File: src/rtl/match_action_pkg.sv
// match_action_pkg: shared definitions for the match-action stage.
//   NO_HEADER      marker for an absent header slot in the offset vector
//   ma_state_t     FSM states (MA_STATE_FREE/READ/WRITE/DONE), MA_STATE_BUS wide
//   ma_op_t        action op codes (MA_OP_NOP/SET/DROP)
//   ma_key_t       key-field configuration
//   ma_entry_t     one match-table entry
//   norm_width()   maps a configured width to the 1/2/4-byte access size
//   width_mask()   low-byte mask for a 1/2/4-byte access
package match_action_pkg;

    localparam logic [31:0] NO_HEADER    = 32'hFFFF_FFFF;
    localparam int          MA_STATE_BUS = 2;

    typedef enum logic [MA_STATE_BUS-1:0] {
        MA_STATE_FREE  = 2'd0,
        MA_STATE_READ  = 2'd1,
        MA_STATE_WRITE = 2'd2,
        MA_STATE_DONE  = 2'd3
    } ma_state_t;

    typedef enum logic [1:0] {
        MA_OP_NOP  = 2'd0,
        MA_OP_SET  = 2'd1,
        MA_OP_DROP = 2'd2,
        MA_OP_RSVD = 2'd3
    } ma_op_t;

    typedef struct packed {
        logic [31:0] hdr_id;
        logic [31:0] offset;
        logic [31:0] width;
    } ma_key_t;

    typedef struct packed {
        logic        valid;
        ma_op_t      op;
        logic [31:0] match_val;
        logic [31:0] action_val;
    } ma_entry_t;

    // Anything other than 1 or 2 bytes is a full-word access.
    function automatic logic [3:0] norm_width(input logic [31:0] w);
        case (w)
            32'd1:   return 4'd1;
            32'd2:   return 4'd2;
            default: return 4'd4;
        endcase
    endfunction

    function automatic logic [31:0] width_mask(input logic [3:0] w);
        case (w)
            4'd1:    return 32'h0000_00FF;
            4'd2:    return 32'h0000_FFFF;
            default: return 32'hFFFF_FFFF;
        endcase
    endfunction

endpackage

File: src/rtl/match_action_lookup.sv
// ma_lookup: combinational priority matcher.
//   field       right-aligned key field read from memory
//   width       access size in bytes (1/2/4); only the low width*8 bits compare
//   match_vals  per-entry match values
//   valid       per-entry valid flags
//   hit         some valid entry matched
//   idx         lowest matching entry index (0 when no hit)
module ma_lookup
    import match_action_pkg::*;
#(
    parameter int TABLE_SIZE = 4,
    parameter int IDX_W      = 2
) (
    input  logic [31:0]           field,
    input  logic [3:0]            width,
    input  logic [31:0]           match_vals [TABLE_SIZE],
    input  logic [TABLE_SIZE-1:0] valid,
    output logic                  hit,
    output logic [IDX_W-1:0]      idx
);

    logic [31:0] mask;

    // Scan from the top entry down so the last assignment is the lowest match.
    always_comb begin
        mask = width_mask(width);
        hit  = 1'b0;
        idx  = '0;
        for (int unsigned i = TABLE_SIZE; i > 0; i--) begin
            if (valid[i-1] && (((match_vals[i-1] ^ field) & mask) == '0)) begin
                hit = 1'b1;
                idx = IDX_W'(i - 1);
            end
        end
    end

endmodule

File: src/rtl/match_action.sv
// match_action: single-table match-action stage behind the header parser.
// Reads one configured key field of the packet, matches it against a small
// priority table and applies NOP / SET (write back) / DROP.
//   clk, rst            clock, synchronous active-high reset
//   start_i             level start from the parser (its ready_o)
//   parsed_hdrs_i/_o    header offset vector in / registered copy out (slot 0 in MSBs)
//   mem_*               packet memory port (registered ce/we/addr/width/data, mem_data_i same cycle)
//   ready_o             verdict valid; hit_o / hit_idx_o / drop_o the verdict
//   mod_*               configuration write port (key config or table entry), FREE only
// Optional build macro MA_HIT_COUNTER_EN adds per-entry saturating hit counters
// readable through stat_idx_i / stat_cnt_o.
module match_action
    import match_action_pkg::*;
#(
    parameter int NUM_HEADERS = 2,
    parameter int TABLE_SIZE  = 4,
    parameter int WORD_WIDTH  = 32,
    localparam int IDX_W      = (TABLE_SIZE > 1) ? $clog2(TABLE_SIZE) : 1
) (
    input  logic                              clk,
    input  logic                              rst,
    input  logic                              start_i,
    input  logic [WORD_WIDTH*NUM_HEADERS-1:0] parsed_hdrs_i,
    output logic                              mem_ce_o,
    output logic                              mem_we_o,
    output logic [31:0]                       mem_addr_o,
    output logic [3:0]                        mem_width_o,
    output logic [31:0]                       mem_data_o,
    input  logic [31:0]                       mem_data_i,
    output logic                              ready_o,
    output logic                              hit_o,
    output logic [IDX_W-1:0]                  hit_idx_o,
    output logic                              drop_o,
    output logic [WORD_WIDTH*NUM_HEADERS-1:0] parsed_hdrs_o,
    input  logic                              mod_start_i,
    input  logic                              mod_sel_i,
    input  logic [31:0]                       mod_idx_i,
    input  logic [31:0]                       mod_data0_i,
    input  logic [31:0]                       mod_data1_i,
    input  logic [31:0]                       mod_data2_i
`ifdef MA_HIT_COUNTER_EN
   ,input  logic [31:0]                       stat_idx_i,
    output logic [31:0]                       stat_cnt_o
`endif
);

    localparam logic [WORD_WIDTH-1:0] NO_HDR = WORD_WIDTH'(NO_HEADER);

    ma_state_t                         state_q, state_d;
    logic                              ce_q, ce_d, we_q, we_d;
    logic [31:0]                       addr_q, addr_d, data_q, data_d;
    logic [3:0]                        width_q, width_d;
    logic                              ready_q, ready_d, hit_q, hit_d, drop_q, drop_d;
    logic [IDX_W-1:0]                  idx_q, idx_d;
    logic [WORD_WIDTH*NUM_HEADERS-1:0] hdrs_q, hdrs_d;

    ma_key_t                           key_q;
    ma_entry_t                         entries [TABLE_SIZE];
    logic                              key_wr, entry_wr, count_hit;

    logic [WORD_WIDTH-1:0]             slot;
    logic                              slot_ok;
    logic [31:0]                       match_vals [TABLE_SIZE];
    logic [TABLE_SIZE-1:0]             valid_vec;
    logic                              lk_hit;
    logic [IDX_W-1:0]                  lk_idx;

    logic unused_mod_bits;
    assign unused_mod_bits = ^{mod_data2_i[31:9], mod_data2_i[7:2]};

    always_comb begin
        for (int unsigned i = 0; i < TABLE_SIZE; i++) begin
            match_vals[i] = entries[i].match_val;
            valid_vec[i]  = entries[i].valid;
        end
    end

    ma_lookup #(
        .TABLE_SIZE (TABLE_SIZE),
        .IDX_W      (IDX_W)
    ) u_lookup (
        .field      (mem_data_i),
        .width      (width_q),
        .match_vals (match_vals),
        .valid      (valid_vec),
        .hit        (lk_hit),
        .idx        (lk_idx)
    );

    // Header slot named by the key; slot_ok stays low for an out-of-range hdr_id.
    always_comb begin
        slot    = NO_HDR;
        slot_ok = 1'b0;
        for (int unsigned k = 0; k < NUM_HEADERS; k++) begin
            if (key_q.hdr_id == 32'(k)) begin
                slot    = parsed_hdrs_i[(NUM_HEADERS-1-k)*WORD_WIDTH +: WORD_WIDTH];
                slot_ok = 1'b1;
            end
        end
    end

    always_comb begin
        state_d   = state_q;
        ce_d      = ce_q;
        we_d      = we_q;
        addr_d    = addr_q;
        width_d   = width_q;
        data_d    = data_q;
        ready_d   = ready_q;
        hit_d     = hit_q;
        idx_d     = idx_q;
        drop_d    = drop_q;
        hdrs_d    = hdrs_q;
        key_wr    = 1'b0;
        entry_wr  = 1'b0;
        count_hit = 1'b0;

        case (state_q)
            MA_STATE_FREE: begin
                if (mod_start_i) begin
                    if (!mod_sel_i)                          key_wr   = 1'b1;
                    else if (mod_idx_i < 32'(TABLE_SIZE))    entry_wr = 1'b1;
                end else if (start_i) begin
                    ready_d = 1'b0;
                    hit_d   = 1'b0;
                    drop_d  = 1'b0;
                    hdrs_d  = parsed_hdrs_i;
                    if (!slot_ok || slot == NO_HDR) begin
                        ready_d = 1'b1;
                        state_d = MA_STATE_DONE;
                    end else begin
                        ce_d    = 1'b1;
                        we_d    = 1'b0;
                        addr_d  = 32'(slot) + key_q.offset;
                        width_d = norm_width(key_q.width);
                        state_d = MA_STATE_READ;
                    end
                end
            end
            MA_STATE_READ: begin
                if (!lk_hit) begin
                    ce_d    = 1'b0;
                    ready_d = 1'b1;
                    state_d = MA_STATE_DONE;
                end else begin
                    hit_d     = 1'b1;
                    idx_d     = lk_idx;
                    count_hit = 1'b1;
                    case (entries[lk_idx].op)
                        MA_OP_SET: begin
                            we_d    = 1'b1;
                            data_d  = entries[lk_idx].action_val & width_mask(width_q);
                            state_d = MA_STATE_WRITE;
                        end
                        MA_OP_DROP: begin
                            drop_d  = 1'b1;
                            ce_d    = 1'b0;
                            ready_d = 1'b1;
                            state_d = MA_STATE_DONE;
                        end
                        default: begin
                            ce_d    = 1'b0;
                            ready_d = 1'b1;
                            state_d = MA_STATE_DONE;
                        end
                    endcase
                end
            end
            MA_STATE_WRITE: begin
                ce_d    = 1'b0;
                we_d    = 1'b0;
                ready_d = 1'b1;
                state_d = MA_STATE_DONE;
            end
            default: begin
                if (!start_i) state_d = MA_STATE_FREE;
            end
        endcase
    end

    always_ff @(posedge clk) begin
        if (rst) begin
            state_q <= MA_STATE_FREE;
            ce_q    <= 1'b0;
            we_q    <= 1'b0;
            addr_q  <= '0;
            width_q <= '0;
            data_q  <= '0;
            ready_q <= 1'b0;
            hit_q   <= 1'b0;
            idx_q   <= '0;
            drop_q  <= 1'b0;
            hdrs_q  <= {NUM_HEADERS{NO_HDR}};
        end else begin
            state_q <= state_d;
            ce_q    <= ce_d;
            we_q    <= we_d;
            addr_q  <= addr_d;
            width_q <= width_d;
            data_q  <= data_d;
            ready_q <= ready_d;
            hit_q   <= hit_d;
            idx_q   <= idx_d;
            drop_q  <= drop_d;
            hdrs_q  <= hdrs_d;
        end
    end

    always_ff @(posedge clk) begin
        if (rst) begin
            key_q <= '0;
            for (int unsigned i = 0; i < TABLE_SIZE; i++) entries[i] <= '0;
        end else begin
            if (key_wr)
                key_q <= '{hdr_id: mod_data0_i, offset: mod_data1_i, width: mod_data2_i};
            if (entry_wr)
                entries[mod_idx_i[IDX_W-1:0]] <= '{valid:      mod_data2_i[8],
                                                   op:         ma_op_t'(mod_data2_i[1:0]),
                                                   match_val:  mod_data0_i,
                                                   action_val: mod_data1_i};
        end
    end

`ifdef MA_HIT_COUNTER_EN
    logic [31:0] hit_cnt [TABLE_SIZE];

    always_ff @(posedge clk) begin
        if (rst) begin
            for (int unsigned i = 0; i < TABLE_SIZE; i++) hit_cnt[i] <= '0;
        end else begin
            for (int unsigned i = 0; i < TABLE_SIZE; i++) begin
                if (entry_wr && mod_idx_i[IDX_W-1:0] == IDX_W'(i))
                    hit_cnt[i] <= '0;
                else if (count_hit && lk_idx == IDX_W'(i) && hit_cnt[i] != '1)
                    hit_cnt[i] <= hit_cnt[i] + 32'd1;
            end
        end
    end

    assign stat_cnt_o = (stat_idx_i < 32'(TABLE_SIZE)) ? hit_cnt[stat_idx_i[IDX_W-1:0]] : '0;
`endif

    assign mem_ce_o      = ce_q;
    assign mem_we_o      = we_q;
    assign mem_addr_o    = addr_q;
    assign mem_width_o   = width_q;
    assign mem_data_o    = data_q;
    assign ready_o       = ready_q;
    assign hit_o         = hit_q;
    assign hit_idx_o     = idx_q;
    assign drop_o        = drop_q;
    assign parsed_hdrs_o = hdrs_q;

endmodule

File: config.mk
export PLATFORM = sky130hd
export DESIGN_NAME = match_action
export DESIGN_NICKNAME = d
export VERILOG_FILES = /design/src/rtl/match_action_pkg.sv /design/src/rtl/match_action_lookup.sv /design/src/rtl/match_action.sv
export SDC_FILE = /design/constraint.sdc
export NUM_CORES = 1
export LEC_CHECK = 0
export BUFFER_PORTS_ARGS = -buffer_cell sky130_fd_sc_hd__buf_2
export CORE_MARGIN = 2
export CORE_UTILIZATION = 30
export DETAILED_ROUTE_END_ITERATION = 10
export GPL_ROUTABILITY_DRIVEN = 0
export PLACE_DENSITY_LB_ADDON = 0.08
export SLEW_MARGIN = 20
export SYNTH_ARGS = -nofsm -noshare
export SYNTH_HDL_FRONTEND = slang
export SYNTH_SLANG_ARGS = --single-unit
File: constraint.sdc
create_clock -name clk -period 10.8 [get_ports clk]
set_input_delay 1.62 -clock clk [delete_from_list [all_inputs] [get_ports clk]]
set_output_delay 1.62 -clock clk [all_outputs]
set_load 0.01 [all_outputs]
== Yosys cells after proc, flatten, opt, wreduce, memory -nomap -nowiden ==
Memory sizes are Yosys's and may differ from the RTL's.
Index checks and enable logic that the tools add are counted.
Storage, ports and cells
  word-level logic and storage cells: 135
  bits of input ports: 229
  output and inout port bits: 139
  bits in writable memories: 268
  bits in registers: 237
  bits in latches: 0
  ROM bits: 0
  memories kept: 1
Cells by class
  div/mod/pow operators: 0
  reduce and logical (&&, ||, !) cells: 25
  multipliers: 0
  multiplexer cells: 64
  bitwise gates (word level): 11
  equality and inequality tests: 18
  add/sub/neg operators: 1
  magnitude comparators: 1
  shift-type cells: 0
Memory list
  entries: words 4, width 67, read ports 5, clocked after Yosys merged registers in 0, wr ports 4, line match_action.sv:58  | ma_entry_t entries [TABLE_SIZE];
Operators with widths (count)
  32-bit AND: 5
  32-bit zero test: 5
  32-bit two-way mux: 5
  32-bit XOR: 4
  67-bit two-way mux: 1
  67-bit OR reduction: 1
  32-bit by 1-bit equality test with 1-bit output, second input constant: 2
  32-bit case mux with 2 select lines: 1
  1-bit two-way mux: 41
  32-bit adder: 1
  32-bit by 2-bit equality test with 1-bit output, second input constant: 1
  32-bit equality test, second input constant: 1
  32-bit by 3-bit < comparator with 1-bit output, second input constant: 1
  2-bit two-way mux: 9
  4-bit AND reduction: 3
  5-bit AND reduction: 2
  1-bit case mux with 3 select lines: 3
  3-bit AND reduction: 3
  2-bit != test, second input constant: 4
  2-bit case mux with 3 select lines: 1
  3-bit case mux with 2 select lines: 1
  6-bit AND reduction: 1
  2-bit by 1-bit equality test with 1-bit output, second input constant: 2
  2-bit equality test, second input constant: 2
  other kinds (14): 20

== Longest topological paths before layout ==
An unclocked memory read counts as a cell.
  depth in word-level cells: 15
  depth in mapped cells: 17
  mapped depth without buffers: 16

== Modules after synthesis ==
Synthesis repeated with hierarchy kept, for this count alone.
Second synthesis, totals
  cell total of the unflattened synthesis: 2235
  area, all modules: 23134.7 um^2
By module, submodules not included
  match_action: cells each 2015, area an instance 21431.8 um^2, instances 1, sequential area each 12772.2 um^2
  ma_lookup: cells each 220, area an instance 1702.9 um^2, instances 1, sequential area each 0.0 um^2

== Worst setup path before layout ==
OpenSTA, ideal clock, no wires.
  kind: in2reg
  from: in mod_idx_i[23]
  to: mem entries[3][0] in the netlist's numbering (enable)
  path buffers: 1
  cell stages on the path: 5
  arrival: 4418 ps
  setup slack: 5955 ps
  required time: 10373 ps
  library setup time: 427 ps
  cell sequence: or4_1 > nor4_1 > clkbuf_1 > nand3_1 > nand2_1
RTL lines
  start, declared: line match_action.sv:37  | input logic [31:0] mod_idx_i,
  end, declared: line match_action.sv:58

==> impl_results.md <==
- Status: finished, final reports clean
- Drt wl/cell: 22.0 um
- Async S/R FF share, synth: 0%
- Worst Path Max Fanout: 68
- Core area: 76200 um^2
- Top-area cell type share of the netlist area: 34.8%
- Clock power frac: 37.0%
- Internal power: 3.73 mW
- Most common cell in the synthesized netlist: nand2_1
- Slew Limit Fails: 0
- CP Launch Type: input port
- Hold Violations, Final: 0
- Main synth FF type: edfxtp_1
- Worst r2r src: key_q[83]
- Worst-skew pair later-pin latency: 630 ps
- Power Density: 192 nW/um^2
- Max-cap violations: 0
- Reg power frac: 41.3%
- Row count: 101
- Setup violations, final: 0
- P_sw: 1.63 mW
- Period utilisation layout: 46.0%
- Via density: 4.85
- R2r setup slk: 5830 ps
- RSZ-0062 raised after global routing: no
- Fin crit period: 4970 ps
- Worst-path clk slew: 60 ps
- Seq/Total Area, Yosys: 55.2%
- Clock sinks: 504
- Ys Warns: 0
- Syn Inst Count: 2252
- Hold-fix buffers at CTS: 0
- Largest net degree at the start of global routing: 91
- Number of global-route vias before repair: 17800
- DIE AREA: 79300 um^2
- Share of cells above drive strength 1: 20.2%
- Worst Hold Class: reg -> reg
- Pre-CTS setup slack: 5110 ps
- Initial Util: 30.4%
- Worst Tran Pin Value: 1110 ps
- Total GRT Usage: 19.9%
- Skew final: 24.9 ps
- First-pass GRT wire length: 118 mm
- Synth area leader: edfxtp_1
- P_leak: 10.9 nW
- Reg2reg end: mem_addr_o[30]
- HPWL after DPL: 55.7 mm
- Setup_tns: 0 ps
- H-tree Lvls: 2
- Number of setup buffers added after CTS: 0
- Cell depth of the worst hold path: 2
- Filler cells: 7680
- CTS root buffer: clkbuf_16
- Avg Cell Area, Syn: 10.3 um^2
- Die extent in x: 282 um
- CTS resizes: 0
- Post-synth EDFFs: 268
- Worst hold endpoint: mem_data_o[30]
- Endpoint type of the worst setup path: register
- Worst EP required: 11040 ps
- Worst path arrival time: 5210 ps
- Wirelength, routed: 80.4 mm
- Hold path startpoint: mem_data_o[30]
- Yosys cell types: 70
- Top cells by area, synth: edfxtp_1, dfxtp_1, nand2_1
- Initial antenna violation count: 15
- Buffers on Ports: 366
- Total grt overflow: 0
- DR pass1 iterations: 5
- Mapped Area: 23100 um^2
- Critical path type: in -> reg
- Longest Clk Path Bufs: 3
- Area Growth Syn to Fin: 20.4%
- Final setup margin: 5830 ps
- Yosys reg bits: 504
- Sw frac: 30.4%
- Starting DRT DRC Count: 1224
- Commonest cells post-synth: nand2_1, edfxtp_1, dfxtp_1, and2_1, a21oi_1
- Slew HR: 26.0%
- Min Hold Slack: 448 ps
- I/O Pins: 368
- Fmax: 201 MHz
- Die H: 282 um
- Post-route DRC: 0
- TritonCTS clock tree: done
- Post-DRT Antenna Nets: 0
- Via count: 17700
- TritonCTS Buffers: 58
- Syn_nets: 2517
- Layout Nets: 2830
- Overall Power: 5.36 mW
- Comb power frac: 21.7%
- Max rail drop VDD: 130 uV
- Worst R2R Path Depth: 17
-- layout by cell type, fill, tap and decap left out, drive strengths merged, types with 8 or more instances in the layout --
| master | count |
|---|---|
| buf | 388 |
| dfxtp | 236 |
| a211oi | 14 |
| edfxtp | 268 |
| a21oi | 191 |
| nor2 | 31 |
| o21a | 8 |
| and3 | 72 |
| or2 | 8 |
| xor2 | 36 |
| diode | 8 |
| mux2i | 42 |
| mux4 | 24 |
| clkinv | 9 |
| nand4 | 41 |
| xnor2 | 115 |
| nand3 | 125 |
| nor4 | 32 |
| and2 | 205 |
| ha | 35 |
| nor3 | 13 |
| nand2b | 9 |
| inv | 16 |
| nand2 | 471 |
| clkbuf | 95 |
| o21ai | 27 |
| a21o | 17 |
-- metrics by stage --
step / instances / utilization (%) / area [um^2]
6_report: 3653 / 36.5 / 27900
3_5_place_dp: 3535 / 34.0 / 25900
2_1_floorplan: 2252 / - / 23100
5_1_grt: 3650 / 36.5 / 27800
4_1_cts: 3645 / 36.5 / 27800
3_3_place_gp: 3535 / 34.0 / 25900
-- power by group through the flow --
stage	Sequential (mW)	Clock (mW)	Combinational (mW)
final	2.22	1.98	1.16
after global routing	2.23	2.12	1.28
after CTS	2.22	2.04	1.17
after detailed placement	2.25	0	1.16
after global placement	2.25	0	1.16
after floorplan	2.26	0	0.729
-- area by class of cell --
type | count | area, um^2 | share of cell area, %
repair buffers | 388 | 2000 | 7.19
clock inverters | 15 | 144 | 0.517
clock buffers | 95 | 1780 | 6.38
flip-flops and latches | 504 | 12800 | 45.9
well taps | 1030 | 1290 | 4.63
diodes | 8 | 20.0 | 0.0719
inverters | 14 | 55.1 | 0.198
multi-input cells | 1599 | 9790 | 35.1
-- layer usage --
metal  wire, um  GRT usage (%)  vias to the layer above
met3       4400           4.14                      114
met5         56              0                        -
met1      36600           27.2                     8638
li1           -              -                     8553
met4       1770           5.07                       10
met2      37500           32.1                      404
-- flip-flops by register name, indices dropped and copies added, names as in the netlist --
| signal | cells |
|---|---|
| ready_o | 1 |
| parsed_hdrs_o | 64 |
| drop_o | 1 |
| mem_width_o | 3 |
| mem_ce_o | 1 |
| hit_idx_o | 2 |
| hit_o | 1 |
| key_q | 96 |
| mem_we_o | 1 |
| mem_data_o | 32 |
| entries | 268 |
| mem_addr_o | 32 |
| state_q | 2 |
-- worst max-delay path: stages --
cell and delay, ps:
buf_2 90, or4_1 540, nor4_2 220, buf_4 410, and2_1 220, and3b_2 190, buf_4 590, or2_2 470
buf_4 740
-- kinds of logic after synthesis --
logic type | count (synthesis) | synth area share, %
muxes | 66 | 4.17
adders and majority gates | 36 | 1.98
AOI/OAI and AO/OA | 305 | 8.05
other | 1 | 0.0162
buffers and inverters | 149 | 2.70
and+or+nand+nor | 1040 | 22.2
DFF | 504 | 55.2
xor gates and xnor gates | 151 | 5.72
-- worst max-delay path by stage --
stage	startpoint	endpoint	slack, ps	depth (start not counted)
after floorplan	mod_idx_i[23]	entries[3][0]	5960	5
after global placement	mod_idx_i[6]	entries[1][21]	5120	10
after detailed placement	mod_idx_i[23]	entries[1][53]	5110	9
after CTS	key_q[83]	mem_addr_o[25]	5750	15
after global routing	key_q[83]	mem_addr_o[25]	5410	15
final	mod_idx_i[23]	entries[1][35]	5830	9
No activity file was read; power rests on OpenSTA's default activity.
